[src/rtl/word_unpack_pkg.sv]
// word_unpack_pkg -- shared definitions for the 16-bit to byte-stream unpacker.
//
// Contents:
//   BYTE_W, WORD_W : default byte and word widths (a word is two bytes)
//   state_t        : unpacker FSM states, 2-bit encoding
//                    IDLE - waiting for a word
//                    HI   - presenting the high byte
//                    LO   - presenting the low byte (final byte of the word)
package word_unpack_pkg;

    localparam int BYTE_W = 8;
    localparam int WORD_W = 16;

    typedef enum logic [1:0] {
        IDLE = 2'd0,
        HI   = 2'd1,
        LO   = 2'd2
    } state_t;

endpackage : word_unpack_pkg

[src/rtl/word_unpacker.sv]
// word_unpacker -- serialises WORD_W-bit words into BYTE_W-bit bytes,
// high byte first, then low byte. One byte per clock when out_ready is held.
//
// Ports:
//   clk        : system clock, rising edge
//   rst_n      : asynchronous active-low reset
//   in_word    : word to serialise, captured on in_valid && in_ready
//   in_valid   : producer offers in_word
//   in_ready   : unpacker will take in_word this cycle
//   out_byte   : current byte (driven from registered state only)
//   out_valid  : out_byte is valid
//   out_ready  : consumer takes out_byte this cycle
//   out_last   : out_byte is the final byte of its word
//   word_count : number of fully emitted words, wraps modulo 2^CNT_W
//   dbg_state  : current FSM state (IDLE/HI/LO encoding from word_unpack_pkg)
//
// Handshake: a transfer happens on a rising edge where valid && ready are
// both high; the offering side holds its data stable until that edge and
// ready never depends on the data itself.
//
// Build option: define WORD_UNPACKER_SKIP_ZERO_LO_EN to drop a zero low
// byte, so the high byte is then the last byte of the word.
module word_unpacker #(
    parameter int WORD_W = 16,
    parameter int BYTE_W = 8,
    parameter int CNT_W  = 8
) (
    input  logic              clk,
    input  logic              rst_n,
    input  logic [WORD_W-1:0] in_word,
    input  logic              in_valid,
    output logic              in_ready,
    output logic [BYTE_W-1:0] out_byte,
    output logic              out_valid,
    input  logic              out_ready,
    output logic              out_last,
    output logic [CNT_W-1:0]  word_count,
    output logic [1:0]        dbg_state
);
    import word_unpack_pkg::*;

    localparam logic [1:0] ST_IDLE = IDLE;
    localparam logic [1:0] ST_HI   = HI;
    localparam logic [1:0] ST_LO   = LO;

    logic [1:0]        state;
    logic [WORD_W-1:0] word_reg;
    logic [CNT_W-1:0]  cnt;
    logic              hi_final;
    logic              word_done;
    logic              accept;

    // hi_final: the high byte is also the last byte of this word.
`ifdef WORD_UNPACKER_SKIP_ZERO_LO_EN
    assign hi_final = (word_reg[BYTE_W-1:0] == '0);
`else
    assign hi_final = 1'b0;
`endif

    // The final byte of the current word is being handed over this cycle.
    assign word_done = out_ready &&
                       ((state == ST_LO) || ((state == ST_HI) && hi_final));

    // Accepting during the final-byte handshake gives back-to-back words.
    // Gating with rst_n keeps in_ready low for the whole reset interval.
    assign in_ready = rst_n && ((state == ST_IDLE) || word_done);
    assign accept   = in_valid && in_ready;

    always_comb begin
        out_valid = 1'b0;
        out_byte  = '0;
        out_last  = 1'b0;
        case (state)
            ST_HI: begin
                out_valid = 1'b1;
                out_byte  = word_reg[WORD_W-1:BYTE_W];
                out_last  = hi_final;
            end
            ST_LO: begin
                out_valid = 1'b1;
                out_byte  = word_reg[BYTE_W-1:0];
                out_last  = 1'b1;
            end
            default: begin
                out_valid = 1'b0;
            end
        endcase
    end

    always_ff @(posedge clk or negedge rst_n) begin
        if (!rst_n) begin
            state    <= ST_IDLE;
            word_reg <= '0;
            cnt      <= '0;
        end else begin
            if (accept) begin
                word_reg <= in_word;
                state    <= ST_HI;
            end else if (word_done) begin
                state <= ST_IDLE;
            end else if ((state == ST_HI) && out_ready) begin
                state <= ST_LO;
            end else if ((state != ST_HI) && (state != ST_LO) && (state != ST_IDLE)) begin
                // Unused encoding: recover to IDLE rather than lock up.
                state <= ST_IDLE;
            end

            if (word_done) begin
                cnt <= cnt + 1'b1;
            end
        end
    end

    assign word_count = cnt;
    assign dbg_state  = state;

endmodule : word_unpacker
[config.mk]
export PLATFORM = sky130hd
export DESIGN_NAME = word_unpacker
export DESIGN_NICKNAME = d
export VERILOG_FILES = /design/src/rtl/word_unpack_pkg.sv /design/src/rtl/word_unpacker.sv
export SDC_FILE = /design/constraint.sdc
export NUM_CORES = 1
export LEC_CHECK = 0
export ABC_AREA = 1
export CAP_MARGIN = 0
export CORE_UTILIZATION = 43
export DETAILED_ROUTE_END_ITERATION = 6
export GPL_ROUTABILITY_DRIVEN = 0
export PLACE_DENSITY_LB_ADDON = 0.3
export SYNTH_ARGS = -nofsm -noshare
export SYNTH_HDL_FRONTEND = slang
export SYNTH_SLANG_ARGS = --single-unit
[constraint.sdc]
create_clock -name clk -period 4.6 [get_ports clk]
set_input_delay 0.46 -clock clk [delete_from_list [all_inputs] [get_ports clk]]
set_output_delay 0.46 -clock clk [all_outputs]
set_load 0.02 [all_outputs]
Yosys cells after proc, flatten, opt, wreduce, memory -nomap -nowiden
Cells that the tools add are included.
Operators by class
  add/subtract/negate cells: 1
  $mul: 0
  divide/modulo/power cells: 0
  magnitude comparators: 0
  equality and inequality tests: 4
  shift-type cells: 0
  multiplexer cells: 7
  bitwise operators: 0
  reduce and logical (&&, ||, !) cells: 11
Operators with widths (count)
  $pmux 8 s2: 1
  $add 8x1->8 const B: 1
  $mux 2: 4
  $logic_and 1x1->1: 6
  $reduce_bool 4->1: 1
  $eq 2x1->1 const B: 1
  $eq 2x2->1 const B: 1
  $logic_not 2->1: 1
  $mux 1: 2
  $ne 2x1->1 const B: 1
  $ne 2x2->1 const B: 1
  $reduce_bool 2->1: 1
  $reduce_or 2->1: 1
  $logic_or 1x1->1: 1
Word-level totals
  flip-flop bits (word level): 26
  bits in latches: 0
  RAM bits: 0
  bits in read-only memories: 0
  bits of input ports: 20
  output and inout port bits: 21
  word-level logic and storage cells: 26
  memories kept: 0

Logic depth before layout (Yosys ltp)
Gate-level depths: netlist (run 1).
  depth after elaboration: 7
  gate-level depth with buffers: 9
  depth with buffers taken out: 8

Least setup slack after synthesis (run 1)
OpenSTA, ideal clock, no wires.
  path type: register to output
  from: reg state[0], in the netlist dbg_state[0]
  to: out in_ready
  arrival time: 1.572 ns
  data required time: 4.140 ns
  path slack: 2.568 ns
  stages on the path, launching flop included: 7
  buffers on the path: 2
  path through: dfrtp_1 -> inv_1 -> ha_1 -> buf_6 -> nand2_4 -> a21boi_4 -> buf_4
Between the ends
  word-level cells in the longest chain between the ends: 4
  elaborated cells on any way between the ends: 5
  classes of those cells: 1 x eq/ne; 4 x reduce/logical
Ends and longest elaborated chain
  start, declared: RTL line word_unpacker.sv:46  | logic [1:0] state;
  start signal, assigned: RTL line word_unpacker.sv:92  | state <= ST_IDLE;
  start signal, assigned: RTL line word_unpacker.sv:98  | state <= ST_HI;
  start signal, assigned: RTL line word_unpacker.sv:100  | state <= ST_IDLE;
  $eq 2x2->1: RTL line word_unpacker.sv:62  | ((state == ST_LO) || ((state == ST_HI) && hi_final));
  $logic_and 1x1->1: RTL line word_unpacker.sv:61  | assign word_done = out_ready &&
  $logic_or 1x1->1 *: RTL line word_unpacker.sv:66  | assign in_ready = rst_n && ((state == ST_IDLE) || word_done);
  $logic_and 1x1->1 *: RTL line word_unpacker.sv:66
  end, declared: RTL line word_unpacker.sv:32  | output logic in_ready,
Mark *: on every way between the ends. The rest lies on a longest branch, timed or not.

Worst setup path after layout (run 1)
Ends and elaborated chain as after synthesis.

==> flow_summary.yaml, run 1 <==
clock_network:
  cts-buffers-inserted: 3
  clock-sinks: 26
  htree_num_levels: 1
  hold_buffers: 0
  path_clk_slew_ns: 0.13
  cts_setup_buffers: 0
  cts_tree: "yes"
  clock_latency_ns: 0.30
  root_buffer: "clkbuf_4"
  clockBufferDepth: 2
  cts_resized: 0
layout:
  final_cells: 229
  largest_reg_flops: 16
  fin_nets: 225
  final_cell_mix: "62 x nand2_1, 40 x clkdlybuf4s50_1, 26 x dfrtp_1, 19 x nand3_1, 13 x inv_1"
  final_common_cell: "nand2_1"
  insertedDiodeCount: 0
  drive_above_1_share_pct: 3.54
  areaGrowthSynthToFinish_pct: 31.9
worst_setup_path:
  cp.arrival_ns: 2.59
  path_class: "reg -> out"
  crit_required_ns: 4.14
  start_kind: "register"
  r2r_end: "word_reg[6]"
  r2r_cells: 7
  critical_path.max_fanout: 18
  r2r_start: "dbg_state[0]"
  startpoint: "dbg_state[0]"
  r2r_setup_slack_ns: 2.51
  cp-end-kind: "output pin"
floorplanning:
  die_x_um: 57.4
  fp.dieH_um: 57.4
  rows: 19
  core_um2: 2830
  die-area_um2: 3300
  start_util_pct: 46.7
  pin_count: 41
grt:
  grt_pass1_wl_mm: 5.14
  grt_max_degree: 28
  grt.overflow.total: 0
  track_usage_pct: 19.7
  grt_pass1_vias: 1209
  antenna_found_initial: 0
logic_synthesis:
  synth_nets: 186
  ys_warn_count: 0
  yosys_register_bits: 26
  synth-seq-area-share_pct: 49.3
  syn_inst: 161
  syn_avg_cell_area_um2: 8.20
  syn_area_um2: 1320
  yosysUniqueCellTypes: 19
worst_hold_path:
  whs_path_depth: 2
  hold_path.startpoint: "word_reg[14]"
  min_to: "word_reg[14]"
  holdCritPathClass: "reg -> reg"
run:
  cap_violations: 0
detailed_routing:
  drt_first_pass_iters: 7
  drc_errors: 3
  final_antenna_net_count: 0
  avgRoutedWirePerCell_um: 12.6
  dr.first_iter.drc_count: 22
  wl_mm: 2.88
  vias: 1168
  routed_via_density: 5.10
status:
  status: "finished, violations left"
  violations: "design-rule violations"
timing:
  rsz0062_at_grt: "false"
  setup_viol: 0
  finalCritPeriodShare_pct: 66.3
  fin_skew_ns: 0.00198
  fin_tns_setup_ns: 0
  max_clock_freq_mhz: 328
  min_period_ns: 3.05
  hold_violations: 0
  drv_slew: 0
  tightestPinTransition_ns: 0.666
  max_slew_margin_pct: 55.5
placed_design:
  portBuffers: 40
  dp_hpwl_mm: 2.22
  dp_cells: 226
power_and_ir_drop:
  pwr-share-clk_pct: 9.3
  swShare_pct: 42.3
  ir_drop_mv: 0.236
  power_frac_seq_pct: 40.6
  power_switching_uw: 412
  internal_power_uw: 560
  power_density_nw_per_um2: 558
  p_comb_share_pct: 50.1
  p_leak_uw: 0.000856
[kinds of logic after synthesis]
| kind of cell | share of synthesized area [%] |
|---|---|
| AND/OR/NAND/NOR | 31.3 |
| flip-flops | 49.3 |
| buffers and inverters | 7.30 |
| AO/OA/AOI/OAI | 5.40 |
| adder cells (fa/ha/maj) | 4.74 |
| XOR/XNOR | 1.99 |
[routing by layer]
metal	GRT usage [%]	vias to the layer above	part of all wire, %
met5	0	-	0
met4	4.18	0	1.1
met3	2.49	4	6.7
met2	34.7	39	47
met1	26.0	545	45
li1	-	580	-
[metrics by stage]
step	instance area (µm²)	total power [µW]	hold WS [ns]	util (%)	setup slack [ns]
after floorplan	1320	694	0.164	-	2.57
after global routing	1740	1050	0.517	61.6	1.34
after detailed placement	1720	890	0.459	60.8	1.65
after global placement	1720	865	0.456	60.8	1.67
final	1740	972	0.487	61.6	1.55
after CTS	1740	981	0.491	61.6	1.52
[worst max-delay path, stage by stage, from the launching register on]
cell	delay [ns]
dfrtp_1	0.44
inv_1	0.11
ha_1	0.42
nand2_4	0.13
a21boi_4	0.47
clkdlybuf4s50_1	0.71
[power groups by stage]
stage                     logic, µW  clock network (µW)  registers (µW)
final                           487                90.4             395
after global routing            542                 102             408
after CTS                       492                93.4             395
after detailed placement        490                   0             400
after global placement          471                   0             394
after floorplan                 285                   0             409
[synthesized netlist by cell type, drive strengths merged]
cell type	count	share of area (%)
nor2	8	2.3
o21a	1	0.57
xor2	2	1.3
dfrtp	26	49
inv	13	3.7
clkbuf	2	0.57
buf	5	3.0
a21boi	1	1.4
xnor2	1	0.66
o21ai	1	0.38
ha	5	4.7
nand3b	1	0.57
nand4	4	1.9
a21oi	8	3.0
nand3	19	7.2
nand2	64	19
[how the worst max path moves through the flow]
stage | cells past startpoint | slack, ns | end
after global routing | 5 | 1.34 | in_ready
after floorplan | 6 | 2.57 | in_ready
final | 5 | 1.55 | in_ready
after detailed placement | 4 | 1.65 | in_ready
after CTS | 5 | 1.52 | in_ready
after global placement | 4 | 1.67 | in_ready
[area by class of cell]
type	count	area (µm²)
Sequential cell	26	651
Inverter	13	48.8
Clock buffer	3	22.5
Timing Repair Buffer	41	408
Tap cell	31	38.8
Fill cell	264	1090
Multi-Input combinational cell	115	573
Note: power is estimated with default switching activity, not from simulation.
==> run 2, diff against run 1 <==
Clock period 4.6 ns to 3.2 ns, I/O delays scaled along.
==> flow_summary.yaml, run 2 (same netlist as run 1, synthesis figures left out) <==
detailed_routing:
  wl_mm: 2.92
  final_antenna_net_count: 0
  dr.first_iter.drc_count: 26
  avgRoutedWirePerCell_um: 12.7
  routed_via_density: 4.98
  vias: 1145
  drt_first_pass_iters: 6
  drc_errors: 3
worst_setup_path:
  path_buf_inv: 2
  path_class: "reg -> out"
  slowest_stage: "clkdlybuf4s50_1"
  cp.arrival_ns: 2.24
  max_stage_delay_ns: 0.63
  r2r_end: "word_reg[2]"
  critical_path.max_fanout: 11
  cp-end-kind: "output pin"
  r2r_start: "dbg_state[0]"
  r2r_setup_slack_ns: 1.24
  startpoint: "dbg_state[0]"
  crit_path_cell_trace: "inv_1 -> ha_1 -> nand2_4 -> a21boi_4 -> clkdlybuf4s50_1"
  crit_family: "buffers and inverters"
  crit_required_ns: 2.88
  r2r_cells: 8
  cp_num_cells: 5
  start_kind: "register"
  crit_path_end: "in_ready"
layout:
  largest_reg_flops: 16
  areaGrowthSynthToFinish_pct: 32.5
  insertedDiodeCount: 0
  drive_above_1_share_pct: 4.02
  final_cell_mix: "62 x nand2_1, 40 x clkdlybuf4s50_1, 26 x dfrtp_1, 19 x nand3_1, 13 x inv_1"
  fin_nets: 226
  final_common_cell: "nand2_1"
timing:
  fin_skew_ns: 0.00352
  max_clock_freq_mhz: 391
  finalCritPeriodShare_pct: 80.0
  setup_viol: 0
  min_period_ns: 2.56
  tightestPinTransition_ns: 0.614
  hold_violations: 0
  max_slew_margin_pct: 58.9
  hold_slack_ns: 0.436
  finalWorstSetupSlack_ns: 0.641
  rsz0062_at_grt: "false"
  fin_tns_setup_ns: 0
  drv_slew: 0
floorplanning:
  die-area_um2: 3300
  fp.dieH_um: 57.4
  die_x_um: 57.4
  core_um2: 2830
  pin_count: 41
  start_util_pct: 46.7
  rows: 19
power_and_ir_drop:
  power_density_nw_per_um2: 806
  p_comb_share_pct: 50.0
  power_switching_uw: 601
  swShare_pct: 42.6
  internal_power_uw: 810
  power_frac_seq_pct: 40.3
  p_leak_uw: 0.000861
  pwr-share-clk_pct: 9.7
  total_power_uw: 1410
  ir_drop_mv: 0.347
clock_network:
  path_clk_slew_ns: 0.13
  clock-sinks: 26
  hold_buffers: 0
  clock_latency_ns: 0.32
  root_buffer: "clkbuf_4"
  cts_resized: 0
  clockBufferDepth: 2
  htree_num_levels: 1
  cts-buffers-inserted: 3
  cts_setup_buffers: 0
  cts_tree: "yes"
run:
  cap_violations: 0
grt:
  track_usage_pct: 19.9
  antenna_found_initial: 0
  busiest_layer: "met2"
  grt_max_degree: 27
  use_met2_pct: 33.2
  grt_pass1_wl_mm: 5.06
  grt_use_met3_pct: 2.49
  grt_use_met1_pct: 26.6
  grt.overflow.total: 0
  grt_pass1_vias: 1169
placed_design:
  pre_cts_ws_ns: 1.02
  portBuffers: 40
  dp_hpwl_mm: 2.23
status:
  violations: "design-rule violations"
  status: "finished, violations left"
worst_hold_path:
  holdCritPathClass: "in -> async"
## run 2: per-stage QoR
step / utilization (%) / cell area, µm² / cells
5_1_grt: 61.8 / 1750 / 230
3_3_place_gp: 61.0 / 1730 / 227
4_1_cts: 61.8 / 1750 / 230
2_1_floorplan: - / 1320 / 161
6_report: 61.8 / 1750 / 230
3_5_place_dp: 61.0 / 1730 / 227
## run 2: final cells by class
cell class	count	area (µm²)
Clock buffer	3	22.5
Fill cell	269	1080
Inverter	13	48.8
Multi-Input combinational cell	115	573
Sequential cell	26	651
Tap cell	31	38.8
Timing Repair Buffer	42	415
## run 2: worst min-delay path by stage
stage / start / end / cells past startpoint
after detailed placement: word_reg[9] / word_reg[9] / 2
after CTS: rst_n / word_reg[15] / 2
final: rst_n / word_reg[1] / 2
after global routing: rst_n / word_reg[15] / 2
after global placement: word_reg[4] / word_reg[4] / 2
after floorplan: rst_n / dbg_state[0] / 0
## run 2: routing by layer
metal	share of wire (%)	wire length, µm	vias up
li1	-	-	584
met5	0	0	-
met1	46	1350	525
met3	5.3	155	2
met2	48	1400	34
met4	0.65	19	0
## run 2: power groups by stage
stage / sequential [µW] / combinational (µW) / clock (µW)
finish: 569 / 705 / 136
global route: 591 / 774 / 155
CTS: 567 / 710 / 141
detailed placement: 573 / 705 / 0
global placement: 568 / 687 / 0
floorplan: 588 / 409 / 0
==> run 3, diff against run 2 <==
Settings changed: CORE_UTILIZATION 43 to 41.
Clock period 3.2 ns to 2.2 ns, I/O delays scaled along.
==> flow_summary.yaml, run 3 (same netlist as run 1, synthesis figures left out) <==
timing:
  min_period_ns: 2.11
  finalWorstSetupSlack_ns: 0.0889
  finalCritPeriodShare_pct: 96.0
  max_clock_freq_mhz: 474
  tightestPinTransition_ns: 0.497
  max_slew_margin_pct: 66.8
  drv_slew: 0
  setup_viol: 0
  fin_tns_setup_ns: 0
  hold_violations: 0
  hold_slack_ns: 0.284
  fin_skew_ns: 0.00738
placed_design:
  pre_cts_ws_ns: 0.177
  dp_hpwl_mm: 2.34
  portBuffers: 40
clock_network:
  clockBufferDepth: 2
  path_clk_slew_ns: 0.15
  cts_tree: "yes"
  clock_latency_ns: 0.34
  hold_buffers: 0
  cts-buffers-inserted: 3
  htree_num_levels: 1
  clock-sinks: 26
  root_buffer: "clkbuf_4"
layout:
  final_common_cell: "nand2_1"
  largest_reg_flops: 16
  fillers: 299
  drive_above_1_share_pct: 7.92
  areaGrowthSynthToFinish_pct: 35.7
  fin_nets: 228
  utilization_pct: 58.7
  final_cell_mix: "62 x nand2_1, 30 x clkdlybuf4s50_1, 26 x dfrtp_1, 19 x nand3_1, 13 x inv_1"
  insertedDiodeCount: 0
detailed_routing:
  drc_errors: 0
  avgRoutedWirePerCell_um: 13.1
  routed_via_density: 4.84
  wl_mm: 3.23
  drt_first_pass_iters: 4
  vias: 1190
  dr.first_iter.drc_count: 38
  final_antenna_net_count: 0
worst_setup_path:
  cp.arrival_ns: 1.89
  slowest_stage: "dfrtp_1"
  critical_path.max_fanout: 9
  start_kind: "register"
  crit_required_ns: 1.98
  crit_path_cell_trace: "inv_1 -> ha_1 -> buf_4 -> nand2_1 -> a21oi_1 -> dlygate4sd2_1"
  path_class: "reg -> out"
  max_stage_delay_ns: 0.46
  cp-end-kind: "output pin"
  path_buf_inv: 3
  crit_family: "buffers and inverters"
grt:
  grt_pass1_vias: 1176
  grt_pass1_wl_mm: 5.35
  track_usage_pct: 20.6
  grt_max_degree: 27
  antenna_found_initial: 0
  grt.overflow.total: 0
floorplanning:
  die_x_um: 58.7
  start_util_pct: 43.2
  fp.dieH_um: 58.7
  pin_count: 41
  die-area_um2: 3450
  rows: 20
  core_um2: 3050
status:
  status: "finished clean"
power_and_ir_drop:
  ir_drop_mv: 0.470
  power_density_nw_per_um2: 1210
  total_power_uw: 2180
  p_leak_uw: 0.000918
worst_hold_path:
  holdCritPathClass: "in -> async"
run:
  cap_violations: 0
[run 3: area by class of cell]
cell class / count / area (µm²) / share of cell area (%)
clock buffer: 3 / 22.5 / 1.26
clock inverter: 1 / 30.0 / 1.68
inverter: 13 / 48.8 / 2.72
multi-input combinational: 115 / 576 / 32.1
sequential: 26 / 651 / 36.3
tap: 44 / 55.1 / 3.07
timing repair buffer: 44 / 409 / 22.8
[run 3: path summary, 6_finish.rpt]
check,from,to,slack [ns],cells after the start
max in group asynchronous,rst_n,word_reg[8],1.66,2
max reg2reg,dbg_state[0],word_reg[15],0.42,8
max,dbg_state[0],out_byte[0],0.09,6
min,rst_n,word_reg[12],0.28,2
min reg2reg,word_reg[0],word_reg[0],0.50,2
min in group clk,in_word[7],word_reg[7],0.42,3
[run 3: power by group]
group          switching, µW  internal [µW]  leakage (µW)
Combinational            594            402      0.000566
Sequential               162            676      0.000324
Clock                    157            185     0.0000279
[run 3: metal layers]
layer	track usage, %	share of wire [%]	vias up
met3	2.42	4.1	4
met4	7.14	1.1	0
met1	29.9	47	563
met2	32.0	48	34
met5	0	0	-
li1	-	-	589
[run 3: what timing repair did]
item                                    CTS  global route
cloned                                    0             0
setup buffers                             0             0
gates resized for setup                   9            12
endpoints found under the setup margin    9             7
[run 3: metrics by stage]
step,area [µm²],instances
after floorplan,1320,161
after global placement,1760,242
after detailed placement,1760,242
after CTS,1800,246
after global routing,1790,246
final,1790,246
